$ cat config.mk
export PLATFORM = sky130hd
export DESIGN_NAME = panel_scanner
export DESIGN_NICKNAME = d
export VERILOG_FILES = /design/src/rtl/led_panel_pkg.sv /design/src/rtl/bcm_timer.sv /design/src/rtl/panel_scanner.sv
export SDC_FILE = /design/constraint.sdc
export NUM_CORES = 1
export LEC_CHECK = 0
export CORE_MARGIN = 1.5
export CORE_UTILIZATION = 49
export CTS_CLUSTER_DIAMETER = 30
export DETAILED_ROUTE_END_ITERATION = 8
export PLACE_DENSITY = 0.77
export SYNTH_ARGS = -nofsm -noshare
export SYNTH_HDL_FRONTEND = slang
export SYNTH_HIERARCHICAL = 1
export SYNTH_SLANG_ARGS = --single-unit
$ cat constraint.sdc
create_clock -name clk -period 2.1 [get_ports clk]
set_input_delay 0.21 -clock clk [delete_from_list [all_inputs] [get_ports clk]]
set_output_delay 0.21 -clock clk [all_outputs]
set_load 0.1 [all_outputs]
$ cat src/rtl/led_panel_pkg.sv
// Shared definitions for the LED panel frame buffer: geometry, address fields,
// colour-field offsets and scanner state encodings.
package led_panel_pkg;

    localparam int COLS          = 32;
    localparam int SCAN_ROWS     = 16;
    localparam int BITS          = 8;
    localparam int BASE_TIME_DEF = 4;

    localparam int COL_W       = $clog2(COLS);
    localparam int ROW_W       = $clog2(SCAN_ROWS);
    localparam int ROW_FIELD_W = ROW_W + 1;
    localparam int PLANE_W     = $clog2(BITS);
    localparam int ADDR_W      = 1 + ROW_FIELD_W + COL_W;
    localparam int DATA_W      = 3 * BITS;
    localparam int TIMER_W     = 16;

    localparam int R_OFS = 0;
    localparam int G_OFS = 8;
    localparam int B_OFS = 16;

    typedef enum logic [1:0] {
        ST_SHIFT   = 2'd0,
        ST_LATCH   = 2'd1,
        ST_DISPLAY = 2'd2,
        ST_SWAP    = 2'd3
    } scan_state_t;

    // One bit per channel of a {B,G,R} pixel for the selected BCM plane.
    function automatic logic [2:0] plane_rgb(input logic [DATA_W-1:0] data,
                                             input logic [PLANE_W-1:0] plane);
        plane_rgb = {data[B_OFS + int'(plane)],
                     data[G_OFS + int'(plane)],
                     data[R_OFS + int'(plane)]};
    endfunction

endpackage

$ cat src/rtl/bcm_timer.sv
// Display-time counter for one BCM plane: loads BASE_TIME<<plane and flags the
// final cycle of the display window.
module bcm_timer
    import led_panel_pkg::*;
#(
    parameter int BASE_TIME = BASE_TIME_DEF
) (
    input  logic               clk,
    input  logic               rst,
    input  logic               load,
    input  logic [PLANE_W-1:0] plane,
    output logic               done
);

    logic [TIMER_W-1:0] count_r;
    logic [TIMER_W-1:0] len_s;
    logic               done_r;

    assign len_s = TIMER_W'(BASE_TIME) << plane;
    assign done  = done_r;

    // Down counter; done_r is high during the cycle in which count_r is 1.
    always_ff @(posedge clk or posedge rst) begin
        if (rst) begin
            count_r <= 16'd0;
            done_r  <= 1'b0;
        end else if (load) begin
            count_r <= len_s;
            done_r  <= (len_s == 16'd1);
        end else begin
            if (count_r != 16'd0) begin
                count_r <= count_r - 16'd1;
            end else begin
                count_r <= 16'd0;
            end
            done_r <= (count_r == 16'd2);
        end
    end

endmodule

$ cat src/rtl/panel_scanner.sv
// Read side of the double-buffered frame buffer: fetches pixels, shifts BCM
// planes into a 1/16-scan HUB75 panel and swaps buffers only at frame end.
module panel_scanner
    import led_panel_pkg::*;
#(
    parameter int BASE_TIME = BASE_TIME_DEF
) (
    input  logic              clk,
    input  logic              rst,
    input  logic              selected_buffer,
    output logic              actual_buffer,
    output logic [ADDR_W-1:0] rd_addr,
    input  logic [DATA_W-1:0] rd_data,
    output logic [2:0]        rgb1,
    output logic [2:0]        rgb2,
    output logic              sclk,
    output logic              lat,
    output logic              oe_n,
    output logic [ROW_W-1:0]  row_addr
);

    scan_state_t        state_r, state_s;
    logic [1:0]         phase_r, phase_s;
    logic [COL_W-1:0]   col_r, col_s;
    logic [ROW_W-1:0]   row_r, row_s;
    logic [PLANE_W-1:0] plane_r, plane_s;
    logic [2:0]         upper_r, upper_s;
    logic               buf_r, buf_s;
    logic [ADDR_W-1:0]  addr_r, addr_s;
    logic [2:0]         rgb1_r, rgb1_s, rgb2_r, rgb2_s;
    logic               sclk_r, sclk_s, lat_r, lat_s, oe_n_r, oe_n_s;
    logic [ROW_W-1:0]   row_addr_r, row_addr_s;
    logic               load_s;
    logic               timer_done_s;

    bcm_timer #(.BASE_TIME(BASE_TIME)) u_timer (
        .clk   (clk),
        .rst   (rst),
        .load  (load_s),
        .plane (plane_r),
        .done  (timer_done_s)
    );

    // Next-state and next-output logic. rd_addr points at the upper pixel in
    // ph0 and the lower pixel in ph1, so RAM data arrives in ph1 and ph2.
    always_comb begin
        state_s    = state_r;
        phase_s    = phase_r;
        col_s      = col_r;
        row_s      = row_r;
        plane_s    = plane_r;
        upper_s    = upper_r;
        buf_s      = buf_r;
        addr_s     = addr_r;
        rgb1_s     = rgb1_r;
        rgb2_s     = rgb2_r;
        sclk_s     = 1'b0;
        lat_s      = 1'b0;
        oe_n_s     = 1'b1;
        row_addr_s = row_addr_r;
        load_s     = 1'b0;

        case (state_r)
            ST_SHIFT: begin
                phase_s = phase_r + 2'd1;
                case (phase_r)
                    2'd0: begin
                        addr_s = {buf_r, 1'b1, row_r, col_r};
                    end
                    2'd1: begin
                        upper_s = plane_rgb(rd_data, plane_r);
                    end
                    2'd2: begin
                        rgb1_s = upper_r;
                        rgb2_s = plane_rgb(rd_data, plane_r);
                        sclk_s = 1'b1;
                    end
                    2'd3: begin
                        if (col_r == COL_W'(COLS - 1)) begin
                            col_s      = COL_W'(0);
                            state_s    = ST_LATCH;
                            lat_s      = 1'b1;
                            row_addr_s = row_r;
                        end else begin
                            col_s  = col_r + COL_W'(1);
                            addr_s = {buf_r, 1'b0, row_r, col_r + COL_W'(1)};
                        end
                    end
                    default: begin
                        phase_s = 2'd0;
                    end
                endcase
            end
            ST_LATCH: begin
                oe_n_s  = 1'b0;
                load_s  = 1'b1;
                state_s = ST_DISPLAY;
            end
            ST_DISPLAY: begin
                if (timer_done_s) begin
                    if (plane_r == PLANE_W'(BITS - 1)) begin
                        plane_s = PLANE_W'(0);
                        if (row_r == ROW_W'(SCAN_ROWS - 1)) begin
                            row_s   = ROW_W'(0);
                            state_s = ST_SWAP;
                        end else begin
                            row_s   = row_r + ROW_W'(1);
                            addr_s  = {buf_r, 1'b0, row_r + ROW_W'(1), COL_W'(0)};
                            state_s = ST_SHIFT;
                        end
                    end else begin
                        plane_s = plane_r + PLANE_W'(1);
                        addr_s  = {buf_r, 1'b0, row_r, COL_W'(0)};
                        state_s = ST_SHIFT;
                    end
                end else begin
                    oe_n_s = 1'b0;
                end
            end
            ST_SWAP: begin
                buf_s   = selected_buffer;
                addr_s  = {selected_buffer, ROW_FIELD_W'(0), COL_W'(0)};
                state_s = ST_SHIFT;
            end
            default: begin
                state_s = ST_SHIFT;
            end
        endcase
    end

    // State and output registers; async reset blanks the panel immediately.
    always_ff @(posedge clk or posedge rst) begin
        if (rst) begin
            state_r    <= ST_SHIFT;
            phase_r    <= 2'd0;
            col_r      <= COL_W'(0);
            row_r      <= ROW_W'(0);
            plane_r    <= PLANE_W'(0);
            upper_r    <= 3'd0;
            buf_r      <= 1'b0;
            addr_r     <= ADDR_W'(0);
            rgb1_r     <= 3'd0;
            rgb2_r     <= 3'd0;
            sclk_r     <= 1'b0;
            lat_r      <= 1'b0;
            oe_n_r     <= 1'b1;
            row_addr_r <= ROW_W'(0);
        end else begin
            state_r    <= state_s;
            phase_r    <= phase_s;
            col_r      <= col_s;
            row_r      <= row_s;
            plane_r    <= plane_s;
            upper_r    <= upper_s;
            buf_r      <= buf_s;
            addr_r     <= addr_s;
            rgb1_r     <= rgb1_s;
            rgb2_r     <= rgb2_s;
            sclk_r     <= sclk_s;
            lat_r      <= lat_s;
            oe_n_r     <= oe_n_s;
            row_addr_r <= row_addr_s;
        end
    end

    assign actual_buffer = buf_r;
    assign rd_addr       = addr_r;
    assign rgb1          = rgb1_r;
    assign rgb2          = rgb2_r;
    assign sclk          = sclk_r;
    assign lat           = lat_r;
    assign oe_n          = oe_n_r;
    assign row_addr      = row_addr_r;

endmodule

==> results.py <==
metrics = {
    "die": {
        "core_sq_um": 6420,
        "num_rows": 29,
        "die_w_um": 84.9,
        "start_util": 0.511,
        "ios": 52,
        "dieArea_sq_um": 7200,
        "die-height_um": 84.9,
    },
    "routing": {
        "dr.pass1.iters": 6,
        "vias_per_cell": 5.51,
        "dr_total_vias": 2406,
        "drtIter0Drc": 154,
        "postRouteAntennaNets": 0,
        "wl_per_cell_um": 14.2,
        "routed_wl_um": 6210,
        "drc_errors": 7,
    },
    "placed_design": {
        "io_buffers": 51,
        "hpwl_um": 4610,
        "place_congestion": 0.814,
        "dp.cells": 421,
    },
    "logic_synthesis": {
        "syn_area_sq_um": 3280,
        "yosys.area_share.simple": 0.160,
        "synth_top_family_by_area": "simple AND/OR/NAND/NOR gates",
        "synth_compound_area_frac": 0.124,
        "ys_warn_count": 6,
        "ys_seq_elements": 61,
        "synthMuxAreaShare": 0.120,
        "postSynthCellCount": 288,
        "synth_cell_types": 56,
        "synth_ff_type": "dfrtp_1",
        "async_flop_share": 1.00,
        "synth_edf_count": 0,
        "synthXorXnorAreaFrac": 0.0454,
        "seq_area_frac_synth": 0.465,
        "syn_area_per_cell_sq_um": 11.4,
        "synth_adder_area_share": 0.0457,
        "syn-num-nets": 327,
    },
    "power_and_ir_drop": {
        "leakagePower_nw": 2.00,
        "vdd_ir_drop_max_v": 0.000299,
        "p_per_area_nw_per_um2": 605,
    },
    "run_status": {
        "status": "complete, but fails checks",
        "violations": "DRC",
    },
    "global_routing": {
        "grt_usage": 0.186,
        "first_global_vias": 2351,
        "grt_max_degree": 25,
        "antenna_found_initial": 0,
        "grt_overflow_total": 0,
        "grt_pass1_wl_um": 10600,
    },
    "sta": {
        "worst_pin_slew_ns": 0.730,
        "timing.slew.headroom": 0.510,
        "period_needed_ns": 2.00,
        "hold_viol_final": 0,
        "finalCritPeriodShare": 0.952,
        "fin_worst_skew_ns": 0.00774,
        "drv_slew": 0,
        "setup_tns_ns": 0,
        "rsz0062_at_grt": "false",
        "final-setup-viol-count": 0,
        "timing.fmax_mhz": 500,
    },
    "critical_path": {
        "critPathKind": "reg2reg",
        "worst-path-max-fanout": 5,
        "r2r_slack_ns": 0.10,
        "crit_required_ns": 2.32,
        "worstSetupEndpointType": "flip-flop",
        "critPathArrivalTime_ns": 2.22,
        "start_kind": "flip-flop",
    },
    "clock_network": {
        "clock_path_buffers": 2,
        "root_buffer": "clkbuf_8",
        "htreeDepth": 3,
        "clock_latency_ns": 0.33,
        "cts_made_buffers": 9,
        "clk_pin_slew_ns": 0.07,
        "clock_sinks": 61,
        "tritoncts": "built",
    },
    "run": {
        "maxCapViolCount": 0,
    },
    "final_layout": {
        "syn2layout_area_growth_pct": 25.5,
        "fin_nets": 395,
        "stdcell_count": 437,
        "diodes": 0,
        "fillers": 501,
        "final_layout_size_suffix_gt1_frac": 0.272,
    },
    "worst_hold_path": {
        "hold_path_class": "in2async",
    },
}
-- cell usage in the layout (no fill, tap or decap), drive strengths merged, types with 2 or more instances in the layout --
cell type,count
nand2b,6
clkbuf,10
buf,43
o2bb2ai,4
dfrtp,60
and2,4
nor4b,2
nor2,23
o31ai,4
nand3b,2
o22ai,6
mux4,6
inv,13
bufinv,2
nand2,24
clkinv,4
mux2i,5
xnor2,6
nand3,9
ha,12
xor2,11
nor3,6
nand4,4
and3,2
clkdlybuf4s50,26
a22o,3
a21oi,12
mux2,17
o32ai,4
o21ai,12
and4b,2
-- cell usage after synthesis, types with 2 or more instances --
cell type / number / area [sq um]
nand3_1: 9 / 45.0
buf_2: 6 / 30.0
and3_1: 2 / 12.5
nand2_1: 23 / 86.3
nor2_1: 22 / 82.6
nor3_2: 2 / 20.0
o22ai_2: 2 / 25.0
o21ai_0: 12 / 60.1
xnor2_1: 6 / 52.6
xor2_1: 11 / 96.3
clkbuf_1: 2 / 7.51
ha_1: 12 / 150
nor3_1: 4 / 20.0
a22o_1: 3 / 26.3
inv_1: 14 / 52.6
a21oi_1: 11 / 55.1
dfrtp_1: 60 / 1500
nand4_1: 4 / 25.0
mux2_2: 12 / 135
o31ai_1: 3 / 22.5
buf_6: 2 / 22.5
and4b_1: 2 / 20.0
o22ai_1: 4 / 25.0
and2_1: 4 / 25.0
mux4_2: 6 / 135
buf_4: 2 / 15.0
mux2_4: 5 / 75.1
o32ai_1: 4 / 35.0
mux2i_1: 5 / 50.1
nand2b_1: 5 / 31.3
o2bb2ai_1: 4 / 35.0
-- state kept, by name, summed over array words and instances (netlist names) --
register         flops
rgb1                 3
row_addr             4
phase_r              2
u_timer/done         1
oe_n                 1
plane_r              3
u_timer/count_r     16
upper_r              3
rd_addr             11
lat                  1
row_r                4
col_r                5
actual_buffer        1
sclk                 1
rgb2                 3
state_r              2
-- metal layers --
metal  track usage  vias up  part of all wire
met5             0        -                 0
met4        0.0909        0             0.018
met3        0.0340       11             0.043
met2         0.303       65              0.48
met1         0.240     1155              0.46
li1              -     1175                 -
-- report_power, final --
part / switching (mW) / leakage, nW / internal [mW]
registers: 0.00537 / 0.793 / 1.19
logic: 0.0976 / 1.09 / 0.0706
clock network: 0.446 / 0.112 / 0.687
-- worst paths after layout --
kind,to,from,cells after the start
min reg2reg,u_timer/count_r[0],u_timer/count_r[0],1
max,rd_addr[9],col_r[0],7
max reg2reg,rd_addr[9],col_r[0],7
min in group clk,u_timer/count_r[0],u_timer/count_r[0],1
min,row_addr[1],rst,2
max in group asynchronous,col_r[3],rst,3
-- cell type report --
type	count	area, sq um	share of cell area
clock inverters	5	75.1	0.0182
well taps	77	96.3	0.0234
multi-input cells	201	1640	0.397
repair buffers	69	596	0.145
clock buffers	10	138	0.0334
inverters	14	52.6	0.0128
flip-flops and latches	61	1530	0.371
-- worst max-delay path, cell delays in order, from the launching register on --
cell and delay, ns:
dfrtp_1 0.38, ha_1 0.21, and3_1 0.18, ha_1 0.19
nand2b_4 0.15, a21oi_4 0.19, a2bb2oi_4 0.26, mux2_4 0.33
-- kinds of logic after synthesis --
family | count (synthesis)
simple gates | 91
compound gates | 53
xor+xnor | 17
flops | 61
fa+ha+maj | 12
mux | 28
buf+inv | 26
-- metrics by stage --
step | utilization | hold slack [ns] | setup slack, ns | area (sq um) | total power [mW]
2_1_floorplan | - | 0.136 | 0.00134 | 3280 | 1.31
3_3_place_gp | 0.606 | 0.478 | 0.113 | 3890 | 1.38
3_5_place_dp | 0.606 | 0.485 | 0.0715 | 3890 | 1.39
4_1_cts | 0.639 | 0.259 | 0.0612 | 4110 | 2.52
5_1_grt | 0.642 | 0.318 | 0.0255 | 4120 | 2.57
6_report | 0.642 | 0.245 | 0.101 | 4120 | 2.49
-- repair_timing --
item                                   in CTS  in global routing
endpoints found under the hold margin       0                  0
resized for setup                           0                  1
hold buffers                                0                  0
setup endpoints to repair                   0                  5
buffers inserted                            0                  1
Note: power is estimated with default switching activity, not from simulation.
==> RTL edit 1: new RTL, same settings <==
Encoding of `scan_state_t`: now Gray code (2 bits for 4 states).
--- a/src/rtl/led_panel_pkg.sv
+++ b/src/rtl/led_panel_pkg.sv
@@ -22,6 +22,6 @@
     typedef enum logic [1:0] {
-        ST_SHIFT   = 2'd0,
-        ST_LATCH   = 2'd1,
-        ST_DISPLAY = 2'd2,
-        ST_SWAP    = 2'd3
+        ST_SHIFT   = 2'b00,
+        ST_LATCH   = 2'b01,
+        ST_DISPLAY = 2'b11,
+        ST_SWAP    = 2'b10
     } scan_state_t;
Function: no difference found for any inputs over 10 cycles, from zero or initial values and one cycle with rst high; not proved beyond that.
==> RTL edit 1 against the unedited design <==
  * Via count down 1.7%
  * Utilization fell by 0.15 points
  * Sequential cell count unchanged
  * Sequential power about the same
  * Total power rose by 0.57%
  * Cell area is 1.4% lower
  * Worst setup slack better by 50 ps
  * Synthesized area decreased by 1.6%
  * Wire length grew 1.1%
  * Critical path type unchanged
==> RTL edit 1: results (changes against the unedited design) <==
Detailed routing
  – Vias/cell: 5.41 (-1.7%)
  – DRT antenna net count: 0 (unchanged)
  – Metal3 WL: 282 µm (+5.6%)
  – Residual DRC: 0 (-7)
  – Met1 WL: 2840 µm (about the same)
  – DR WL/cell: 14.4 µm (+1.1%)
  – DRT Pass-1 Iters: 4 (-2)
  – Max layer used: met4
  – Metal2 WL: 3040 µm (+1.6%)
  – DRT iter0 DRCs: 156 (+1.3%)

GRT
  – Vias in the first global route: 2,377 (+1.1%)
  – Largest net degree at the start of global routing: 45 (+80%)
  – Met1 global-route usage: 24.3% (+0.31 points)
  – First-pass GRT wire length: 10,800 µm (+2.5%)
  – Most crowded layer after global routing: met2
  – M2 GR Usage: 30.8% (+0.58 points)
  – Met3 usage: 4.42% (+1.0 points)
  – Gr usage total: 19.3% (+0.77 points)

Placed design
  – Pre-CTS setup slack: -9.68 ps (-81.2 ps)
  – Dpl hpwl: 4630 µm (+0.48%)
  – Routability Congestion: 0.821 (+0.82%)

STA
  – Rel. slew slack: 57.4% (+6.4 points)
  – Skew final: 5.37 ps (-2.37 ps)

Yosys
  – Synth Area in Compound Gates: 10.1% (-2.3 points)
  – Post-synthesis mux area share: 14.8% (+2.8 points)
  – Register area share after synthesis: 47.3% (+0.76 points)
  – Most common library cells after synthesis: dfrtp_1, nor2_1, nand2_1, inv_1, o21ai_0
  – Netlist cell types: 48 (-14%)
  – Adder-Cell Fraction of Synth Area: 4.65% (+0.074 points)
  – Synth Instances: 287 (-0.35%)
  – Post-synthesis xor/xnor area fraction: 4.34% (-0.20 points)
  – Mapped Nets: 326 (-0.31%)
  – Most area-consuming cells after synthesis: dfrtp_1, ha_1, mux2_4

Power and ir drop
  – Sw Share: 21.1% (-0.88 points)
  – Worst ir drop on vdd: 353 µV (+18%)
  – Leakage: 2.00 nW (+0.34%)

Cells and area
  – Final #Nets: 394 (-0.25%)
  – Fillers: 531 (+6.0%)
  – Max FFs per register: 16 (unchanged)
  – Share of layout cells above drive strength 1: 27.5% (+0.28 points)

Clock tree
  – Htree depth: 3 (unchanged)

Setup path
  – Worst Path Arrival: 2170 ps (-50 ps)
  – Largest stage delay, worst path: 430 ps (+50 ps)
  – Critical-path maximum fanout: 10 (+5)

Status
  – Status: complete, no violations
[RTL edit 1: cell count changes in the layout (fill, tap and decap cells not counted), sizes merged, moves of 2 or more]
cell / change
nand2b: -3
o2bb2ai: -3
nor2: +6
clkbuf: +2
mux2i: +2
mux2: +4
nand2: -4
and2: -2
[RTL edit 1: power groups by stage]
| stage | Clock, mW | Combinational [mW] | Sequential, mW |
|---|---|---|---|
| final | 1.17 | 0.145 | 1.19 |
| after global routing | 1.24 | 0.157 | 1.19 |
| after CTS | 1.19 | 0.149 | 1.19 |
| after detailed placement | 0 | 0.148 | 1.21 |
| after global placement | 0 | 0.146 | 1.21 |
| after floorplan | 0 | 0.0348 | 1.25 |
[RTL edit 1: repair_timing]
| action | 4_1_cts | 5_1_grt |
|---|---|---|
| resized for setup | 1 | 0 |
| endpoints found under the hold margin | 0 | 0 |
| endpoints found under the setup margin | 10 | 0 |
[RTL edit 1: path summary, 6_finish.rpt]
check	from	to	slack, ps	cells past startpoint
setup / recovery	row_r[0]	rd_addr[5]	150	5
hold / removal	rst	u_timer/count_r[8]	300	2
setup reg to reg	row_r[0]	rd_addr[5]	150	5
hold reg to reg	u_timer/count_r[0]	u_timer/count_r[0]	490	1
max in group asynchronous	rst	row_r[2]	1370	3
min in group clk	selected_buffer	actual_buffer	470	3
[RTL edit 1: cell type report]
| cell class | count | area share, % |
|---|---|---|
| multi-input cells | 199 | 38.7 |
| flip-flops and latches | 61 | 37.6 |
| repair buffers | 70 | 14.5 |
| clock buffers | 12 | 3.82 |
| well taps | 77 | 2.37 |
| clock inverters | 4 | 1.72 |
| inverters | 14 | 1.29 |
[RTL edit 1: per-stage QoR]
step	hold WS (ps)	cell area, µm²
finish	301	4060
global route	387	4060
CTS	316	4060
detailed placement	482	3840
global placement	477	3840
floorplan	136	3230
==> RTL edit 2: new RTL, same flow settings <==
Made on the original files. Change the package constant `G_OFS` from 8 to 16.
--- a/src/rtl/led_panel_pkg.sv
+++ b/src/rtl/led_panel_pkg.sv
@@ -18,3 +18,3 @@
     localparam int R_OFS = 0;
-    localparam int G_OFS = 8;
+    localparam int G_OFS = 16;
     localparam int B_OFS = 16;
Function: changed (Yosys sat finds a counterexample within 4 cycles, from zero or initial values and one cycle with rst high).
==> RTL edit 2 against the unedited design <==
  * Sequential cell count down 3
  * Wire length fell by 3.6%
  * Count of clock-buffer cells in the layout increased by 2
  * Worst setup slack gained 20 ps
  * Cell area decreased by 6.8%
  * Non-clock buffer count shrank 11
  * Cell count shrank 5.7%
  * Synthesized area down 4.7%
  * Total power shrank 0.11%
==> RTL edit 2: results (changes against the unedited design) <==
Status
  – Status: complete, no violations

Setup path
  – Reg2Reg Depth: 8 (+1)
  – Critical-path maximum fanout: 7 (+2)
  – Crit Reg-Reg Startpoint: col_r[0]
  – Startpoint types: flop
  – R2R Setup Slk: 120 ps (+20 ps)
  – Crit path capture: rd_addr[1]

Clock tree
  – Clock Path Buffers: 2 (unchanged)
  – CTS buffer count: 9 (unchanged)
  – Htree depth: 3 (unchanged)
  – CTS Root Cell: clkbuf_8

Cells and area
  – Final #Nets: 371 (-6.1%)
  – Layout Cells excl Fill: 412 (-5.7%)
  – Share of layout cells above drive strength 1: 30.3% (+3.0 points)
  – Largest Register: u_timer/count_r

Yosys
  – Mapped Avg Cell Area: 11.4 µm² (+0.14%)
  – Most area-consuming cells after synthesis: dfrtp_1, ha_1, mux2_2
  – Mapped Nets: 313 (-4.3%)
  – Post-synthesis xor/xnor area fraction: 4.76% (+0.22 points)
  – Synth async-reset ratio: 100% (unchanged)
  – Register area share after synthesis: 46.4% (-0.092 points)
  – Synth Area in Compound Gates: 12.3% (-0.11 points)
  – Yosys Warn Count: 6 (unchanged)
  – Post-synthesis mux area share: 11.0% (-1.1 points)
  – Netlist cell types: 57 (+1.8%)
  – Adder-Cell Fraction of Synth Area: 4.80% (+0.23 points)
  – Most common library cells after synthesis: dfrtp_1, nand2_1, inv_1, nor2_1, o21ai_0

Placed design
  – Pre-CTS setup slack: 97.9 ps (+26.4 ps)
  – Dpl hpwl: 4220 µm (-8.4%)
  – Dpl cell area: 3590 µm² (-7.7%)
  – Routability Congestion: 0.787 (-3.3%)
  – Placed insts: 396 (-5.9%)
  – IO Port Bufs: 43 (-16%)

Detailed routing
  – Metal3 WL: 199 µm (-25%)
  – Vias/cell: 5.29 (-4.0%)
  – DR WL/cell: 14.5 µm (+2.3%)
  – Max layer used: met4
  – DRT iter0 DRCs: 117 (-24%)
  – Metal2 WL: 2850 µm (-4.7%)
  – DRT Pass-1 Iters: 4 (-2)
  – Met1 WL: 2800 µm (-1.3%)

Power and ir drop
  – Leakage: 1.91 nW (-4.2%)
  – Worst ir drop on vdd: 378 µV (+26%)

GRT
  – Largest net degree at the start of global routing: 42 (+68%)
  – First-pass GRT wire length: 10,400 µm (-1.4%)
  – Vias in the first global route: 2,256 (-4.0%)
  – Gr usage total: 19.0% (+0.47 points)

STA
  – Skew final: 5.53 ps (-2.20 ps)
  – Least-Margin Pin Slew: 649 ps (-81.5 ps)
  – Fin crit period: 1980 ps (-20.3 ps)
## RTL edit 2: how the worst min path moves through the flow
| stage | slack (ps) | endpoint | start | depth (start not counted) |
|---|---|---|---|---|
| floorplan | 140 | u_timer/count_r[0] | rst | 1 |
| global placement | 460 | upper_r[1] | upper_r[1] | 2 |
| detailed placement | 480 | u_timer/count_r[0] | u_timer/count_r[0] | 1 |
| CTS | 300 | u_timer/count_r[14] | rst | 2 |
| global route | 360 | u_timer/count_r[13] | rst | 2 |
| finish | 280 | u_timer/count_r[15] | rst | 2 |
## RTL edit 2: through the flow
step                total power, mW  util, %
finish                         2.49     63.7
global route                   2.57     63.7
CTS                            2.51     63.6
detailed placement             1.30     59.6
global placement               1.29     59.6
floorplan                      1.24        -
## RTL edit 2: cell families after synthesis
family,after synthesis
XOR/XNOR,17
multiplexers,27
AND/OR/NAND/NOR,82
adder cells (fa/ha/maj),12
AO/OA/AOI/OAI,51
buffers and inverters,27
flip-flops,58
## RTL edit 2: per-layer routing
metal,vias up,track usage [%]
met5,-,0
li1,1085,-
met2,41,29.8
met1,1041,24.1
met4,0,10.0
met3,11,5.17
## RTL edit 2: repair_timing
| item | 4_1_cts | 5_1_grt |
|---|---|---|
| resized for setup | 0 | 1 |
| hold buffers | 0 | 0 |
| endpoints found under the setup margin | 0 | 3 |
## RTL edit 2: layout make-up
type	instances	area [µm²]
inverter	16	60.1
tap	75	93.8
clock buffer	12	165
timing repair buffer	58	480
multi-input combinational	189	1510
clock inverter	4	72.6
sequential	58	1450
fill	492	2190
## RTL edit 2: power by group
group / internal (mW) / leakage, nW / switching, mW
Sequential: 1.13 / 0.758 / 0.00465
Combinational: 0.0496 / 1.04 / 0.0939
Clock: 0.763 / 0.119 / 0.454
Total: 1.94 / 1.91 / 0.552
## RTL edit 2: critical path, cell delays in order, from the launching register on
cell      delay [ps]
dfrtp_1          380
ha_1             210
and3_1           190
ha_1             190
nand2b_1         150
a21oi_2          200
o21ai_4          120
buf_4            190
a22o_2           250
